File: src/rtl/seq_detect_ctrl_pkg.sv
// Shared definitions for the serial pattern-detection controller:
// FSM state encoding and the configuration loaded at reset.
package seqdet_pkg;

    typedef enum logic [1:0] {
        IDLE = 2'b00,
        RUN  = 2'b01,
        DONE = 2'b10
    } state_t;

    // Reset configuration: 4-bit pattern 1011, overlapping, run until abort.
    localparam logic [15:0] DEF_PATTERN = 16'b1011;
    localparam int          DEF_LEN     = 4;
    localparam logic        DEF_OVERLAP = 1'b1;
    localparam int          DEF_TARGET  = 0;

endpackage

File: src/rtl/seq_detect_ctrl_if.sv
// Configuration port of the detector: valid/ready handshake plus the
// pattern, length, overlap mode and match target it carries.
interface seq_detect_ctrl_if #(
    parameter int PW = 8,
    parameter int CW = 8,
    parameter int LW = $clog2(PW + 1)
);
    logic          valid;
    logic          ready;
    logic [PW-1:0] pattern;
    logic [LW-1:0] len;
    logic          overlap;
    logic [CW-1:0] target;

    modport master (output valid, pattern, len, overlap, target, input ready);
    modport slave  (input valid, pattern, len, overlap, target, output ready);
endinterface

File: src/rtl/seq_detect_ctrl_pattern_cmp.sv
// Bit history, fill counter and length-masked comparator. hit reports a
// detection for the bit being shifted in on this edge.
module pattern_cmp #(
    parameter int PW = 8,
    parameter int LW = $clog2(PW + 1)
) (
    input  logic          clk,
    input  logic          rst,
    input  logic          clear,
    input  logic          shift,
    input  logic          sbit,
    input  logic          overlap,
    input  logic [LW-1:0] len,
    input  logic [PW-1:0] pattern,
    output logic          hit
);
    logic [PW-1:0] hist, hist_next, mask;
    logic [LW-1:0] fill, fill_next;

    always_comb begin
        hist_next = {hist[PW-2:0], sbit};
        fill_next = (fill >= len) ? len : fill + LW'(1);
        for (int i = 0; i < PW; i++) mask[i] = (i < int'(len));
        hit = shift && ((hist_next & mask) == (pattern & mask)) && (fill_next >= len);
    end

    always_ff @(posedge clk or posedge rst) begin
        if (rst) begin
            hist <= '0;
            fill <= '0;
        end else if (clear) begin
            hist <= '0;
            fill <= '0;
        end else if (shift) begin
            hist <= hist_next;
            // Non-overlapping mode demands len fresh bits after each match.
            fill <= (hit && !overlap) ? '0 : fill_next;
        end
    end
endmodule

File: src/rtl/seq_detect_ctrl.sv
// Reconfigurable serial pattern detector: config registers, session FSM,
// saturating match counter and registered match/done pulses.
module seq_detect_ctrl
    import seqdet_pkg::*;
#(
    parameter int PW = 8,
    parameter int CW = 8,
    parameter int LW = $clog2(PW + 1)
) (
    input  logic            clk,
    input  logic            rst,
    seq_detect_ctrl_if.slave cfg,
    input  logic            start,
    input  logic            abort,
    input  logic            din,
    input  logic            din_valid,
    output logic            match,
    output logic [CW-1:0]   match_count,
    output logic            busy,
    output logic            done
);
    state_t        state;
    logic [PW-1:0] pat_q;
    logic [LW-1:0] len_q, len_in;
    logic          ovl_q;
    logic [CW-1:0] tgt_q, cnt_next;
    logic          hit, shift, clear;

    assign cfg.ready = (state == IDLE);
    assign busy      = (state == RUN);
    assign done      = (state == DONE);
    assign clear     = (state == IDLE) && start;
    // Abort wins over a same-edge sample, so that bit never reaches the history.
    assign shift     = (state == RUN) && din_valid && !abort;
    assign cnt_next  = (match_count == {CW{1'b1}}) ? match_count : match_count + CW'(1);

    always_comb begin
        len_in = cfg.len;
        if (cfg.len == '0)            len_in = LW'(1);
        else if (cfg.len > LW'(PW))   len_in = LW'(PW);
    end

    pattern_cmp #(.PW(PW), .LW(LW)) u_cmp (
        .clk     (clk),
        .rst     (rst),
        .clear   (clear),
        .shift   (shift),
        .sbit    (din),
        .overlap (ovl_q),
        .len     (len_q),
        .pattern (pat_q),
        .hit     (hit)
    );

    always_ff @(posedge clk or posedge rst) begin
        if (rst) begin
            state       <= IDLE;
            match       <= 1'b0;
            match_count <= '0;
            pat_q       <= DEF_PATTERN[PW-1:0];
            len_q       <= LW'(DEF_LEN);
            ovl_q       <= DEF_OVERLAP;
            tgt_q       <= CW'(DEF_TARGET);
        end else begin
            match <= 1'b0;
            if (cfg.valid && state == IDLE) begin
                pat_q <= cfg.pattern;
                len_q <= len_in;
                ovl_q <= cfg.overlap;
                tgt_q <= cfg.target;
            end
            unique case (state)
                IDLE: if (start) begin
                    state       <= RUN;
                    match_count <= '0;
                end
                RUN: if (abort) begin
                    state <= IDLE;
                end else if (hit) begin
                    match       <= 1'b1;
                    match_count <= cnt_next;
                    if (tgt_q != '0 && cnt_next == tgt_q) state <= DONE;
                end
                DONE:    state <= IDLE;
                default: state <= IDLE;
            endcase
        end
    end
endmodule

File: src/flat_wrapper.sv
// flat-port wrapper written by rule: the top's interface ports become plain ports
module seq_detect_ctrl_flat import seqdet_pkg::*;
#(
    parameter int PW = 8,
    parameter int CW = 8,
    parameter int LW = $clog2(PW + 1)
)
  (clk, rst, start, abort, din, din_valid, match, match_count, busy, done, cfg_valid, cfg_pattern, cfg_len, cfg_overlap, cfg_target, cfg_ready);
  seq_detect_ctrl_if #(.PW(PW), .CW(CW), .LW(LW)) cfg_i ();
  input  logic clk;
  input  logic rst;
  input  logic start;
  input  logic abort;
  input  logic din;
  input  logic din_valid;
  output logic match;
  output logic [CW-1:0] match_count;
  output logic busy;
  output logic done;
  input wire logic [$bits(cfg_i.valid)-1:0] cfg_valid;
  input wire logic [$bits(cfg_i.pattern)-1:0] cfg_pattern;
  input wire logic [$bits(cfg_i.len)-1:0] cfg_len;
  input wire logic [$bits(cfg_i.overlap)-1:0] cfg_overlap;
  input wire logic [$bits(cfg_i.target)-1:0] cfg_target;
  output wire logic [$bits(cfg_i.ready)-1:0] cfg_ready;
  assign cfg_i.valid = cfg_valid;
  assign cfg_i.pattern = cfg_pattern;
  assign cfg_i.len = cfg_len;
  assign cfg_i.overlap = cfg_overlap;
  assign cfg_i.target = cfg_target;
  assign cfg_ready = cfg_i.ready;
  seq_detect_ctrl #(.PW(PW), .CW(CW), .LW(LW)) u_core (.clk(clk), .rst(rst), .cfg(cfg_i), .start(start), .abort(abort), .din(din), .din_valid(din_valid), .match(match), .match_count(match_count), .busy(busy), .done(done));
endmodule
File: config.mk
export PLATFORM = sky130hd
export DESIGN_NAME = seq_detect_ctrl_flat
export DESIGN_NICKNAME = d
export VERILOG_FILES = /design/src/rtl/seq_detect_ctrl_pkg.sv /design/src/rtl/seq_detect_ctrl_if.sv /design/src/rtl/seq_detect_ctrl_pattern_cmp.sv /design/src/rtl/seq_detect_ctrl.sv /design/src/flat_wrapper.sv
export SDC_FILE = /design/constraint.sdc
export NUM_CORES = 1
export LEC_CHECK = 0
export BUFFER_PORTS_ARGS = -buffer_cell sky130_fd_sc_hd__buf_2
export CORE_AREA = 2 2 84 66
export DETAILED_ROUTE_END_ITERATION = 6
export DIE_AREA = 0 0 86 68
export PLACE_DENSITY_LB_ADDON = 0.05
export SYNTH_ARGS = -nofsm -noshare
export SYNTH_HDL_FRONTEND = slang
export SYNTH_HIERARCHICAL = 1
export SYNTH_SLANG_ARGS = --single-unit
File: constraint.sdc
create_clock -name clk -period 4.1 [get_ports clk]
set_input_delay 0.205 -clock clk [delete_from_list [all_inputs] [get_ports clk]]
set_output_delay 0.205 -clock clk [all_outputs]
set_load 0.005 [all_outputs]
# --- Word-level counts from Yosys, hierarchy flattened ---
# Index checks and enable logic that the tools add are counted.
totals:
  register_bits: 43
  inputBits: 28
  out_inout_bits: 12
classes:
  addsub: 2
  n_lt_le_gt_ge: 11
  eq_ne: 10
  mux: 21
  bitwise_logic: 2
  n_reduce_logical: 17
op_table:
  columns: ["cell", "count"]
  rows:
  - ["two-way mux 8 bit", 4]
  - ["two-way mux 4 bit", 6]
  - ["AND 8 bit", 2]
  - ["== test 8 bit", 2]
  - ["less-than comparator 3 x 4 -> 1 bit (first input constant)", 4]
  - ["case mux 8 bit (2 select lines)", 1]
  - ["two-way mux 7 bit", 2]
  - ["adder 8 x 1 -> 8 bit (second input constant)", 1]
  - ["== test 8 bit (second input constant)", 1]
  - [">= comparator 4 bit", 2]
  - ["logical AND 1 bit", 8]
  - ["less-than comparator 1 x 4 -> 1 bit (first input constant)", 2]
  - ["less-than comparator 2 x 4 -> 1 bit (first input constant)", 2]
  - ["two-way mux 2 bit", 4]
  - ["nonzero test 8 bit", 1]
  - ["!= test 3 x 2 -> 1 bit (second input constant)", 2]
  - ["adder 4 x 1 -> 4 bit (second input constant)", 1]
  - ["> comparator 4 bit (second input constant)", 1]
  - ["logical NOT 4 bit", 1]
  - ["!= test 2 bit (second input constant)", 2]
  - ["case mux 2 bit (2 select lines)", 1]
  - ["AND reduction 4 bit", 1]
  - ["nonzero test 2 bit", 2]
  - ["two-way mux 1 bit", 3]
  - ["6 further kinds", 7]

# --- Depth between registers and ports, before layout ---
depth:
  depth_word: 9
  ltp_mapped: 16
  ltp_nobuf: 16

# --- By module ---
# Netlist, hierarchy kept.
modules_own_cells:
  columns: ["mod", "instances", "cells_per_inst", "area_each_um2"]
  rows:
  - ["seq_detect_ctrl", 1, 166, 1746.7]
  - ["pattern_cmp", 1, 103, 918.4]

# --- Worst setup path after synthesis ---
# Ideal clock, no wire load.
synth_timing:
  path_type: "reg-to-reg"
  startpoint: "register u_core.len_q[2]"
  endpoint: "register u_core.match_count[5]"
  setup_time_ps: 121
  arrival_time_ps: 3335
  t_required_ps: 3979
  setup_slack_ps: 644
  stages_incl_launch_ff: 16
  period_less_slack_ps: 3456
  cell_sequence: "dfstp_2 -> inv_1 -> ha_1 -> o21ai_0 -> nand2b_1 -> a21oi_1 -> a21oi_1 -> ha_1 -> o21a_1 -> o22ai_1 -> or4_4 -> nor2_1 -> a22oi_1 -> a21oi_1 -> o21ai_0 -> a22o_1"
synth_via:
  elab_chain_cells: 7
  word_cells_on_any_way: 18
  classes_between: "order compare: 10; eq/ne: 2; mux: 1; bitwise: 2; reduce/logical: 3"
synth_lines:
  columns: ["item", "line_no", "source"]
  rows:
  - ["start: declaration", "seq_detect_ctrl.sv:24", "logic [LW-1:0] len_q, len_in;"]
  - ["start signal: assignment", "seq_detect_ctrl.sv:61", "len_q <= LW'(DEF_LEN);"]
  - ["start signal: assignment", "seq_detect_ctrl.sv:68", "len_q <= len_in;"]
  - ["parallel branches: the longest is 4 deep, another holds >= comparator 4 bit", null, null]
  - ["logical AND 1 bit (*)", "seq_detect_ctrl_pattern_cmp.sv:24", "hit = shift && ((hist_next & mask) == (pattern & mask)) && (fill_next >= len);"]
  - ["named net u_core.hit", "seq_detect_ctrl.sv:27", "logic hit, shift, clear;"]
  - ["!= test 2 x 1 -> 1 bit (no line) (*)", null, null]
  - ["AND reduction 4 bit (no line) (*)", null, null]
  - ["end signal: assignment", "seq_detect_ctrl.sv:81", "match_count <= cnt_next;"]
  - ["end: declaration", "seq_detect_ctrl.sv:18", "output logic [CW-1:0] match_count,"]
# Mark *: on every way through the listed nets, which the timed path passes.
# A chain may end at the register's enable or synchronous reset.

# --- Worst setup path in the final report ---
layout_timing:
  startpoint: "register u_core.len_q[2]"
  endpoint: "register u_core.match_count[0]"
# Same word-level chain as after synthesis.

==> results.toml <==
[outcome]
status = "finished, final reports clean"

[clock_network]
htreeDepth = 2
clk_pin_slew_ns = 0.09
cts.path.max_buffers = 2
tritoncts = "done"
postCtsSetupBuffers = 0
clk_latency_ns = 0.30
cts-root-buf = "clkbuf_8"
cts_buffers = 5
clock-sinks = 43

[global_route]
grt_start_max_net_pins = 33
busiest_layer = "met1"
grt.total_usage_pct = 22.3
grt_pass1_vias = 1993
globalRouteOverflowTotal = 0
antenna_found_initial = 0
grtUsageMet2_pct = 28.8
grt_pass1_wl_um = 10000
grtUsageMet1_pct = 36.1
use_met3_pct = 5.55

[critical_path]
start_kind = "flip-flop"
crit_path_max_fanout = 7
arrival_ns = 3.95
path_buf_inv = 2
cp_slowest_cell = "dfstp_2"
crit_path_end_kind = "flip-flop"
crit_type = "flip-flop to flip-flop"
crit_top_cell = "a21oi_1"
cp_data_required_time_ns = 4.29
max_stage_delay_ns = 0.60
worstPathCellList = "inv_1 -> ha_1 -> o21ai_0 -> nand2b_1 -> a21oi_1 -> a21oi_1 -> ha_1 -> o21a_1 -> o22ai_1 -> or4_4 -> nor2_1 -> a22oi_1 -> a21oi_1 -> buf_4 -> nand2_1 -> mux2_2"
critPathTopFamily = "compound AO/OA/AOI/OAI gates"

[power_and_ir_drop]
swShare_pct = 37.6
power.leakage_nw = 1.32
pwr-share-comb_pct = 37.7
p_total_mw = 1.38
power_frac_clock_pct = 20.1
seq_power_share_pct = 42.2
peakVddDrop_mv = 0.192
p_switching_uw = 518
cellPowerDensity_nw_per_um2 = 459
p_int_uw = 861

[detailed_routing]
vias = 2184
postRouteAntennaNets = 0
vias_per_cell = 5.87
wl_per_cell_um = 16.2
drtIter0Drc = 173
routed_wl_um = 6010
remaining_drc_errors = 0
drt_first_pass_iters = 4

[floorplan]
die_h_um = 68
num_rows = 23
die_area_um2 = 5850
ios = 40
start_util_pct = 52.3
die_w_um = 86
core_um2 = 5090

[layout]
fin_util_pct = 59.0
diodes = 0
drive_above_1_share_pct = 26.5
nFillCells = 447
regArea_um2 = 1080
layout.nets = 347
multi_input_area_um2 = 1490
area_growth_syn_to_layout_pct = 12.8

[synth]
ys_top_cells_by_area = "dfrtp_1 (36%), mux2_2 (8.0%), dfstp_2 (4.9%)"
yosys_warnings = 6
synthCells = 269
synth.top_cell.area_share_pct = 35.7
yosys.area.top_type = "dfrtp_1"
synthTopCellsByCount = "dfrtp_1 (38), nor2_1 (22), mux2_2 (19), a21oi_1 (18)"
ys.flop_type = "dfrtp_1"
syn_area_um2 = 2670
synthSimpleGateAreaFrac_pct = 15.0
seq_area_frac_synth_pct = 40.6
yosysMostFrequentCell = "dfrtp_1"
ys_types = 53
synthArstFlopShare_pct = 100
ys_ff_latch = 43
synth_xor_area_share_pct = 4.93
synth_adder_area_share_pct = 4.69
synth_compound_area_share_pct = 20.0
synth_top_family_by_area = "compound AO/OA/AOI/OAI gates"
avgSynthCellArea_um2 = 9.91
synth_edf_count = 0
syn_nets = 307
synth_mux_area_share_pct = 11.0

[timing]
fin_setup_tns_ns = 0
post-route-min-period_ns = 3.76
tightestPinTransition_ns = 1.01
fin_hold_ws_ns = 0.119
hold_viol = 0
clock.fmax_mhz = 266
setup_violations = 0
drv_slew = 0
fin_crit_sh_pct = 91.8
relSlewSlack_pct = 32.8
skew_ns = 0.00811
grt_setup_unrepaired = "false"

[hold_path]
min_path_type = "input pin to flip-flop"

[place]
place_congestion = 0.917
portBuffers = 39
dpl.hpwl_um = 4600

[run]
maxCapViolations = 0
-- layer usage --
metal / wire length, um / vias to the layer above / share of wire, %
li1: - / 1075 / -
met1: 3330 / 1039 / 55
met2: 2260 / 64 / 38
met3: 370 / 6 / 6.2
met4: 58 / 0 / 0.96
met5: 0 / - / 0
-- worst paths after layout --
kind                       slack [ns]       startpoint               endpoint  depth (start not counted)
setup reg to reg                 0.34  u_core/len_q[2]  u_core/match_count[0]                         16
min in group asynchronous        0.45              rst   u_core/u_cmp/hist[4]                          3
hold / removal                   0.12       cfg_len[3]        u_core/len_q[0]                          2
setup / recovery                 0.34  u_core/len_q[2]  u_core/match_count[0]                         16
hold reg to reg                  0.53  u_core/pat_q[5]        u_core/pat_q[5]                          1
max in group asynchronous        3.23              rst           u_core/ovl_q                          4
-- state kept, by name, indices dropped and copies added, names as in the netlist --
register / cells
u_core/len_q: 4
u_core/match: 1
u_core/match_count: 8
u_core/ovl_q: 1
u_core/pat_q: 8
u_core/state: 2
u_core/tgt_q: 8
u_core/u_cmp/fill: 4
u_core/u_cmp/hist: 7
-- layout by cell type, fill, tap and decap left out, types with 7 or more instances in the layout --
cell type / netlist / final
buf_2: 2 / 39
dfrtp_1: 38 / 38
nor2_1: 22 / 22
mux2_2: 19 / 19
a21oi_1: 18 / 18
o21ai_0: 16 / 16
nand2_1: 16 / 15
xnor2_1: 10 / 10
ha_1: 10 / 10
inv_1: 9 / 9
mux2i_1: 8 / 8
nand2b_1: 8 / 8
nor3_1: 7 / 7
-- timing repair --
item                                    in CTS  in global routing
endpoints found under the setup margin       0                  3
gates resized for setup                      0                  2
hold buffers                                 1                  0
hold endpoints to repair                    16                  0
-- final cells by class --
cell class,count,share of cell area [%]
inverters,10,1.37
multi-input cells,206,49.4
clock inverters,3,0.791
flip-flops and latches,43,36.0
clock buffers,5,2.29
well taps,62,2.58
repair buffers,43,7.57
-- power groups by stage --
stage / logic, mW / clock network, mW / registers, mW
2_1_floorplan: 0.405 / 0 / 0.561
3_3_place_gp: 0.516 / 0 / 0.587
3_5_place_dp: 0.513 / 0 / 0.587
5_1_grt: 0.594 / 0.309 / 0.593
6_report: 0.520 / 0.277 / 0.582
4_1_cts: 0.518 / 0.288 / 0.579
-- kinds of logic (layout without fill, tap and decap cells) --
kind of cell | Yosys count | after routing
AND/OR/NAND/NOR | 79 | 79
AO/OA/AOI/OAI | 75 | 75
flip-flops | 43 | 43
multiplexers | 27 | 27
buffers and inverters | 20 | 61
XOR/XNOR | 15 | 15
adder cells (fa/ha/maj) | 10 | 10
-- metrics by stage --
stage	worst slack, ns	instance area (um2)	std cells
after floorplan	0.644	2670	269
after global placement	0.476	2900	363
after detailed placement	0.343	2900	363
after CTS	0.293	3000	372
after global routing	0.0102	3010	372
final	0.338	3010	372
Note: power is estimated with default switching activity, not from simulation.
